[config.mk]
export PLATFORM = sky130hd
export DESIGN_NAME = switch_key_encoder
export DESIGN_NICKNAME = d
export VERILOG_FILES = /design/src/rtl/calc_key_pkg.sv /design/src/rtl/switch_debounce_channel.sv /design/src/rtl/switch_key_encoder.sv
export SDC_FILE = /design/constraint.sdc
export NUM_CORES = 1
export LEC_CHECK = 0
export CAP_MARGIN = 25
export CORE_MARGIN = 2
export CORE_UTILIZATION = 24
export CTS_CLUSTER_DIAMETER = 30
export DETAILED_ROUTE_END_ITERATION = 10
export PLACE_DENSITY = 0.41
export SKIP_CTS_REPAIR_TIMING = 1
export SYNTH_ARGS = -nofsm -noshare
export SYNTH_HDL_FRONTEND = slang
export SYNTH_HIERARCHICAL = 1
export SYNTH_SLANG_ARGS = --single-unit
[constraint.sdc]
create_clock -name clk -period 4.4 [get_ports clk]
set_input_delay 0.88 -clock clk [delete_from_list [all_inputs] [get_ports clk]]
set_output_delay 0.88 -clock clk [all_outputs]
set_load 0.01 [all_outputs]
[src/rtl/calc_key_pkg.sv]
// Shared key-format constants for the calculator key front end.
// Key codes are 5 bits wide; the all-zero code means "no key".
package calc_key_pkg;

  localparam int unsigned KEY_W = 5;

  localparam logic [KEY_W-1:0] KEY_NONE     = 5'b00000;
  localparam logic [KEY_W-1:0] KEY_NEGATIVE = 5'b10001;

  localparam logic EV_PRESS   = 1'b0;
  localparam logic EV_RELEASE = 1'b1;

  localparam int unsigned DEFAULT_NUM_SW = 4;

  // Channel 0 sits in the low bits.
  localparam logic [DEFAULT_NUM_SW*KEY_W-1:0] DEFAULT_CODES =
      {5'b10100, 5'b10011, 5'b10010, KEY_NEGATIVE};

endpackage

[src/rtl/switch_debounce_channel.sv]
// One switch channel: 2-flop synchroniser, stability counter and edge strobes.
// rise/fall are asserted in the cycle before the edge that toggles level.
module switch_debounce_channel #(
  parameter int unsigned DB_CYCLES = 16,
  parameter int unsigned CNT_W     = $clog2(DB_CYCLES)
) (
  input  logic clk,
  input  logic rst,
  input  logic sw_raw,
  output logic level,
  output logic rise,
  output logic fall
);

  logic             sync1_q;
  logic             s_q;
  logic             level_q, level_d;
  logic [CNT_W-1:0] cnt_q, cnt_d;
  logic             toggle;

  always_comb begin
    toggle  = (s_q != level_q) && (cnt_q == CNT_W'(DB_CYCLES - 1));
    level_d = level_q ^ toggle;
    if ((s_q == level_q) || toggle) begin
      cnt_d = '0;
    end else begin
      cnt_d = cnt_q + 1'b1;
    end
  end

  always_ff @(posedge clk or posedge rst) begin
    if (rst) begin
      sync1_q <= 1'b0;
      s_q     <= 1'b0;
      level_q <= 1'b0;
      cnt_q   <= '0;
    end else begin
      sync1_q <= sw_raw;
      s_q     <= sync1_q;
      level_q <= level_d;
      cnt_q   <= cnt_d;
    end
  end

  assign level = level_q;
  assign rise  = toggle & ~level_q;
  assign fall  = toggle & level_q;

endmodule

[src/rtl/switch_key_encoder.sv]
// Switch-to-key front end: debounced switch edges become key events on a
// valid/ready output, one pending slot per channel, lowest index first.
module switch_key_encoder
  import calc_key_pkg::*;
#(
  parameter int unsigned            NUM_SW    = 4,
  parameter int unsigned            DB_CYCLES = 16,
  parameter logic [NUM_SW*KEY_W-1:0] CODES    = DEFAULT_CODES,
  parameter logic [NUM_SW-1:0]      RISE_MASK = '1,
  parameter logic [NUM_SW-1:0]      FALL_MASK = NUM_SW'(1)
) (
  input  logic             clk,
  input  logic             rst,
  input  logic [NUM_SW-1:0] sw,
  input  logic             key_ready,
  output logic             key_valid,
  output logic [KEY_W-1:0] key_code,
  output logic             key_release,
  output logic [NUM_SW-1:0] sw_state,
  output logic             overflow
);

  localparam int unsigned CNT_W = $clog2(DB_CYCLES);

  logic [NUM_SW-1:0] rise, fall, ev;
  logic [NUM_SW-1:0] pend_q, pend_d;
  logic [NUM_SW-1:0] rel_q, rel_d;
  logic [NUM_SW-1:0] drain, drop;

  logic             valid_q, valid_d;
  logic [KEY_W-1:0] code_q, code_d;
  logic             krel_q, krel_d;
  logic             ovf_q, ovf_d;

  logic             load;
  logic             found;
  logic [KEY_W-1:0] sel_code;
  logic             sel_rel;

  for (genvar i = 0; i < NUM_SW; i++) begin : g_chan
    switch_debounce_channel #(
      .DB_CYCLES(DB_CYCLES),
      .CNT_W    (CNT_W)
    ) u_chan (
      .clk   (clk),
      .rst   (rst),
      .sw_raw(sw[i]),
      .level (sw_state[i]),
      .rise  (rise[i]),
      .fall  (fall[i])
    );
  end

  assign ev   = (rise & RISE_MASK) | (fall & FALL_MASK);
  assign load = ~valid_q | key_ready;

  // Priority select over the registered slots only, so a fresh event waits a cycle.
  always_comb begin
    found    = 1'b0;
    sel_code = KEY_NONE;
    sel_rel  = EV_PRESS;
    drain    = '0;
    for (int i = 0; i < NUM_SW; i++) begin
      if (!found && pend_q[i]) begin
        found    = 1'b1;
        sel_code = CODES[i*KEY_W +: KEY_W];
        sel_rel  = rel_q[i];
        drain[i] = load;
      end
    end
  end

  always_comb begin
    pend_d = pend_q & ~drain;
    rel_d  = rel_q;
    drop   = '0;
    for (int i = 0; i < NUM_SW; i++) begin
      if (ev[i]) begin
        if (!pend_q[i] || drain[i]) begin
          pend_d[i] = 1'b1;
          rel_d[i]  = fall[i] ? EV_RELEASE : EV_PRESS;
        end else begin
          drop[i] = 1'b1;
        end
      end
    end
  end

  always_comb begin
    valid_d = valid_q;
    code_d  = code_q;
    krel_d  = krel_q;
    ovf_d   = |drop;
    if (load) begin
      valid_d = found;
      code_d  = sel_code;
      krel_d  = found & sel_rel;
    end
  end

  always_ff @(posedge clk or posedge rst) begin
    if (rst) begin
      pend_q  <= '0;
      rel_q   <= '0;
      valid_q <= 1'b0;
      code_q  <= KEY_NONE;
      krel_q  <= 1'b0;
      ovf_q   <= 1'b0;
    end else begin
      pend_q  <= pend_d;
      rel_q   <= rel_d;
      valid_q <= valid_d;
      code_q  <= code_d;
      krel_q  <= krel_d;
      ovf_q   <= ovf_d;
    end
  end

  assign key_valid   = valid_q;
  assign key_code    = code_q;
  assign key_release = krel_q;
  assign overflow    = ovf_q;

endmodule

==> results of run 1 <==
## cell usage after synthesis (all sizes together)
cell,count
o21a,1
o31ai,2
dfrtp,43
nor2b,1
or2b,3
a21oi,2
nand3,8
nand2b,6
buf,3
nand2,11
nand3b,1
mux2,7
o41ai,1
inv,13
nor2,21
conb,1
a22o,1
xnor2,8
nor3b,9
ha,4
o22ai,1
xor2,4
o21ai,4
a311o,1
a221oi,1
## cell usage in the layout, fill, tap and decap left out, drive strengths merged, types with 6 or more instances in the layout
master,count
clkbuf,7
nand2,11
mux2,7
nor2,21
inv,13
nor3b,9
nand2b,6
clkdlybuf4s50,17
dfrtp,43
nand3,8
xnor2,8
## worst paths after layout
path                                           start                    to  slack (ps)  cells after the start
setup / recovery                            register           sw_state[3]        2200                      1
setup reg to reg           g_chan[3].u_chan/cnt_q[0]              rel_q[3]        2730                      5
min in group asynchronous                        rst  g_chan[1].u_chan/s_q         980                      2
hold reg to reg             g_chan[0].u_chan/sync1_q  g_chan[0].u_chan/s_q         350                      0
max in group asynchronous                        rst              rel_q[2]        2900                      2
hold / removal              g_chan[0].u_chan/sync1_q  g_chan[0].u_chan/s_q         350                      0
## metal layers
| layer | share of wire | global-route usage | vias to the layer above |
|---|---|---|---|
| li1 | - | - | 555 |
| met5 | 0 | 0 | - |
| met1 | 0.47 | 0.0913 | 527 |
| met3 | 0.038 | 0.0242 | 7 |
| met4 | 0.020 | 0.0441 | 0 |
| met2 | 0.47 | 0.134 | 20 |
## state kept, by name, indices dropped and copies added (netlist names), named ones only
name and cells:
g_chan.u_chan/cnt_q 16, g_chan.u_chan/s_q 4, g_chan.u_chan/sync1_q 4, key_code 4
key_release 1, key_valid 1, overflow 1, pend_q 4
rel_q 4
## stage by stage
step	power [mW]	area (sq um)	setup slack, ps	instances
after CTS	0.713	2270	2190	281
after global placement	0.462	2180	2130	273
final	0.698	2270	2200	281
after floorplan	0.452	1920	2650	157
after global routing	0.732	2270	2140	281
after detailed placement	0.467	2180	2100	273
## area by class of cell
type	instances	area, sq um
Fill cell	785	5460
Sequential cell	43	1080
Multi-Input combinational cell	98	762
Timing Repair Buffer	17	170
Tap cell	102	128
Clock buffer	7	76.3
Inverter	13	48.8
Clock inverter	1	5.00
## kinds of logic (layout without fill, tap and decap cells)
group                      count (synthesis)  count (layout)
adders and majority gates                  4               4
xor gates and xnor gates                  12              12
AOI/OAI and AO/OA                         14              14
other                                      1               1
DFF                                       43              43
buffers and inverters                     16              38
muxes                                      7               7
and+or+nand+nor                           60              60
## power groups by stage
| stage | sequential (mW) | clock [mW] | combinational [mW] |
|---|---|---|---|
| floorplan | 0.424 | 0 | 0.0285 |
| global placement | 0.425 | 0 | 0.0372 |
| detailed placement | 0.426 | 0 | 0.0408 |
| CTS | 0.418 | 0.253 | 0.0412 |
| global route | 0.420 | 0.266 | 0.0456 |
| finish | 0.418 | 0.240 | 0.0394 |
==> impl_metrics.env, run 1 <==
export IMPL_p_per_area_nw_per_um2=308
export IMPL_layout_drive_gt1_share=0.140
export IMPL_finClkSkew_ps=2.85
export IMPL_wl_um=3190
export IMPL_die_w_um=93.4
export IMPL_clkTransAtPathRegs_ps=80
export IMPL_clk_latency_ps=290
export IMPL_max_stage_delay_ps=580
export IMPL_io_buffer_count=17
export IMPL_grt_max_degree=16
export IMPL_cts_buffers_inserted=5
export IMPL_cts_sink_count=43
export IMPL_synth_compound_area_frac=0.0581
export IMPL_synth_avg_cell_area_sq_um=12.2
export IMPL_p_int_mw=0.537
export IMPL_worst_pin_slew_ps=584
export IMPL_synthesis_area_sq_um=1920
export IMPL_final_net_count=189
export IMPL_h_tree_depth=2
export IMPL_crit_family="buffers and inverters"
export IMPL_synthAdderAreaFrac=0.0261
export IMPL_area_growth_pct=18.2
export IMPL_critPathLaunchType="register"
export IMPL_antennaDiodeCount=0
export IMPL_drt_wirelength_per_cell_um=11.4
export IMPL_synth_top_cells_by_area="dfrtp_1 (56%), mux2_4 (4.7%), nor2_1 (4.1%), nand3_4 (3.7%), xnor2_1 (3.7%)"
export IMPL_synth_cell_types=32
export IMPL_grt_pass1_wl_um=5320
export IMPL_drv_cap=0
export IMPL_rsz0062_at_grt="no"
export IMPL_worst_path_buf_inv=1
export IMPL_via_per_inst=3.95
export IMPL_hold_slack_ps=351
export IMPL_syn_instance_count=157
export IMPL_cts_tree="done"
export IMPL_start_util=0.248
export IMPL_fin_util=0.293
export IMPL_die_y_um=93.4
export IMPL_synth_top_family_by_area="simple AND/OR/NAND/NOR gates"
export IMPL_route_detailed_drc=0
export IMPL_hold_viol_final=0
export IMPL_fmax_ghz=0.455
export IMPL_synth_area_mux_share=0.0529
export IMPL_synth_top_area_cell="dfrtp_1"
export IMPL_setup_viol=0
export IMPL_globalRouteOverflowTotal=0
export IMPL_dieArea_sq_um=8720
export IMPL_yosys_area_top_type_share=0.561
export IMPL_antenna_found_initial=0
export IMPL_boundaryPins=19
export IMPL_rows=32
export IMPL_cp_max_fo=5
export IMPL_fin_crit_ps=2200
export IMPL_synth_simple_area_share=0.204
export IMPL_antenna_left=0
export IMPL_crit_path_top_delay_cell="clkdlybuf4s50_1"
export IMPL_drt_first_pass_iters=2
export IMPL_ys_seq_elements=43
export IMPL_ys_seq_area_frac=0.561
export IMPL_synthXorXnorAreaFrac=0.0548
export IMPL_drv_slew=0
export IMPL_first_global_vias=1186
export IMPL_fin_setup_tns_ps=0
export IMPL_crit_arrival_ps=1320
export IMPL_cts_root_buf="clkbuf_8"
export IMPL_clockBufferDepth=2
export IMPL_hp_class="reg2reg"
export IMPL_max_slew_margin=0.610
export IMPL_outcome="finished clean"
export IMPL_core_sq_um=7730
export IMPL_vias=1109
export IMPL_synth_nets=168
export IMPL_drt_initial_drc_count=25
export IMPL_power_frac_clock=0.345
export IMPL_switchingPower_mw=0.161
export IMPL_gp_congestion=0.744
export IMPL_path_class="reg2out"
export IMPL_path_cells="clkdlybuf4s50_1"
export IMPL_p_seq_frac=0.599
export IMPL_yosysWarnings=6
export IMPL_ir_worst_vdd_mv=0.110
export IMPL_post_route_period_util=0.499
export IMPL_grt_total_usage=0.0801
export IMPL_critPathRequiredTime_ps=3520
export IMPL_worstSetupEndpointType="output port"
export IMPL_p_comb_frac=0.057
export IMPL_switching_share=0.230
export IMPL_p_leak_nw=1.02
export IMPL_post_dp_hpwl_um=2410
No activity file was read; power rests on OpenSTA's default activity.
==> run 2, diff against run 1 <==
--- a/config.mk
+++ b/config.mk
@@ -10,7 +10,7 @@
 export CORE_UTILIZATION = 24
 export CTS_CLUSTER_DIAMETER = 30
 export DETAILED_ROUTE_END_ITERATION = 10
-export PLACE_DENSITY = 0.41
+export PLACE_DENSITY = 0.43
 export SKIP_CTS_REPAIR_TIMING = 1
 export SYNTH_ARGS = -nofsm -noshare
 export SYNTH_HDL_FRONTEND = slang
==> constraint.sdc (replaced) <==
create_clock -name clk -period 1.95 [get_ports clk]
set_input_delay 0.39 -clock clk [delete_from_list [all_inputs] [get_ports clk]]
set_output_delay 0.39 -clock clk [all_outputs]
set_load 0.01 [all_outputs]
==> run 2 against run 1 <==
Via count decreased by 2.3%. Non-clock buffer count increased by 1. Die area unchanged. Sequential share of layout area decreased by 0.29 points.
==> impl_metrics.env, run 2 (synthesis results as in run 1) <==
export IMPL_rsz0062_at_grt="no"
export IMPL_globalRouteOverflowTotal=0
export IMPL_route_detailed_drc=0
export IMPL_hold_viol_final=0
export IMPL_io_buffer_count=17
export IMPL_antennaDiodeCount=0
export IMPL_cts_tree="done"
export IMPL_vias=1083
export IMPL_critPathLaunchType="register"
export IMPL_core_sq_um=7730
export IMPL_p_int_mw=1.24
export IMPL_dieArea_sq_um=8720
export IMPL_rows=32
export IMPL_ir_worst_vdd_mv=0.228
export IMPL_top_register="g_chan.u_chan/cnt_q"
export IMPL_hold_slack_ps=351
export IMPL_gp_congestion=0.723
export IMPL_path_class="reg2out"
export IMPL_stdcell_count=281
export IMPL_die_w_um=93.4
export IMPL_p_leak_nw=1.03
export IMPL_crit_path_top_delay_cell="clkdlybuf4s50_1"
export IMPL_fin_setup_tns_ps=0
export IMPL_boundaryPins=19
export IMPL_p_per_area_nw_per_um2=697
export IMPL_worstSetupEndpointType="output port"
export IMPL_place_worst_setup_slack_ps=139
export IMPL_clockBufferDepth=2
export IMPL_cts_root_buf="clkbuf_8"
export IMPL_die_y_um=93.4
export IMPL_cp_max_fo=5
export IMPL_rrSetupSlack_ps=320
export IMPL_antenna_left=0
export IMPL_drv_cap=0
export IMPL_layout_common_cells="dfrtp_1 (43), nor2_1 (21), clkdlybuf4s50_1 (17), inv_1 (13), nand2_1 (11)"
export IMPL_final_net_count=190
export IMPL_finClkSkew_ps=2.88
export IMPL_layout_drive_gt1_share=0.151
export IMPL_cts_sink_count=43
export IMPL_grt_total_usage=0.0780
export IMPL_post_dp_hpwl_um=2140
export IMPL_met3_usage=0.0290
export IMPL_drt_wirelength_per_cell_um=10.3
export IMPL_grtUsageMet2=0.109
export IMPL_drt_initial_drc_count=19
export IMPL_h_tree_depth=2
export IMPL_grt_pass1_wl_um=5210
export IMPL_post_route_period_util=0.862
export IMPL_fmax_ghz=0.595
export IMPL_multiInputGateArea_sq_um=762
export IMPL_largest_register_ffs=16
export IMPL_wl_um=2900
export IMPL_p_comb_frac=0.055
export IMPL_antenna_found_initial=0
export IMPL_grt_max_degree=16
export IMPL_fillers=788
export IMPL_seqCellArea_sq_um=1080
export IMPL_power_frac_clock=0.353
export IMPL_first_global_vias=1098
export IMPL_final_common_cell="dfrtp_1"
export IMPL_via_per_inst=3.85
export IMPL_top_usage_layer="met2"
export IMPL_met1_usage=0.103
export IMPL_area_growth_pct=18.9
export IMPL_fin_util=0.295
export IMPL_worst_path_buf_inv=1
export IMPL_setup_viol=0
export IMPL_outcome="finished clean"
export IMPL_drv_slew=0
export IMPL_cts_buffers_inserted=5
export IMPL_switching_share=0.221
export IMPL_fin_crit_ps=1680
export IMPL_clkTransAtPathRegs_ps=80
export IMPL_critPathRequiredTime_ps=1560
export IMPL_max_stage_delay_ps=570
export IMPL_path_cells="clkdlybuf4s50_1"
export IMPL_clk_latency_ps=290
export IMPL_switchingPower_mw=0.351
export IMPL_placed_cells=274
export IMPL_start_util=0.248
export IMPL_postLayoutSetupSlackWorst_ps=269
export IMPL_crit_family="buffers and inverters"
export IMPL_p_seq_frac=0.592
export IMPL_drt_first_pass_iters=4
export IMPL_crit_arrival_ps=1290
export IMPL_hp_class="reg2reg"
==> run 2: cell types whose count changed in the layout (fill, tap and decap cells not counted), sizes merged <==
cell / delta
buf: +1
clkbuf: -1
==> run 2: per-stage QoR <==
| step | power, mW | instance area [sq um] |
|---|---|---|
| final | 1.59 | 2280 |
| after CTS | 1.63 | 2280 |
| after global placement | 1.05 | 2190 |
| after global routing | 1.69 | 2280 |
| after floorplan | 1.02 | 1920 |
| after detailed placement | 1.05 | 2190 |
==> run 2: power by group through the flow <==
stage	combinational (mW)	sequential, mW	clock, mW
final	0.0873	0.942	0.561
after global routing	0.103	0.947	0.636
after CTS	0.0909	0.942	0.600
after detailed placement	0.0906	0.960	0
after global placement	0.0907	0.960	0
after floorplan	0.0643	0.956	0
==> run 2: worst paths after layout <==
path                                                 from                   endpoint  cells past startpoint
worst max-delay path                             register                sw_state[3]                      1
worst min-delay path             g_chan[0].u_chan/sync1_q       g_chan[0].u_chan/s_q                      0
worst max register to register  g_chan[3].u_chan/cnt_q[0]                   rel_q[3]                      5
worst min register to register   g_chan[0].u_chan/sync1_q       g_chan[0].u_chan/s_q                      0
max in group asynchronous                             rst                key_code[2]                      3
min in group asynchronous                             rst  g_chan[2].u_chan/cnt_q[0]                      2
==> run 2: cell type report <==
class                   count  area share
flip-flops and latches     43       0.472
multi-input cells          98       0.334
repair buffers             18      0.0779
well taps                 102      0.0560
clock buffers               6      0.0362
inverters                  13      0.0214
clock inverters             1     0.00220
==> run 2: routing by layer <==
layer  routed length, um  share of wire  up-vias
li1                    -              -      555
met1                1430           0.49      497
met2                1240           0.43       24
met3                 148          0.051        7
met4                  80          0.028        0
met5                   0              0        -
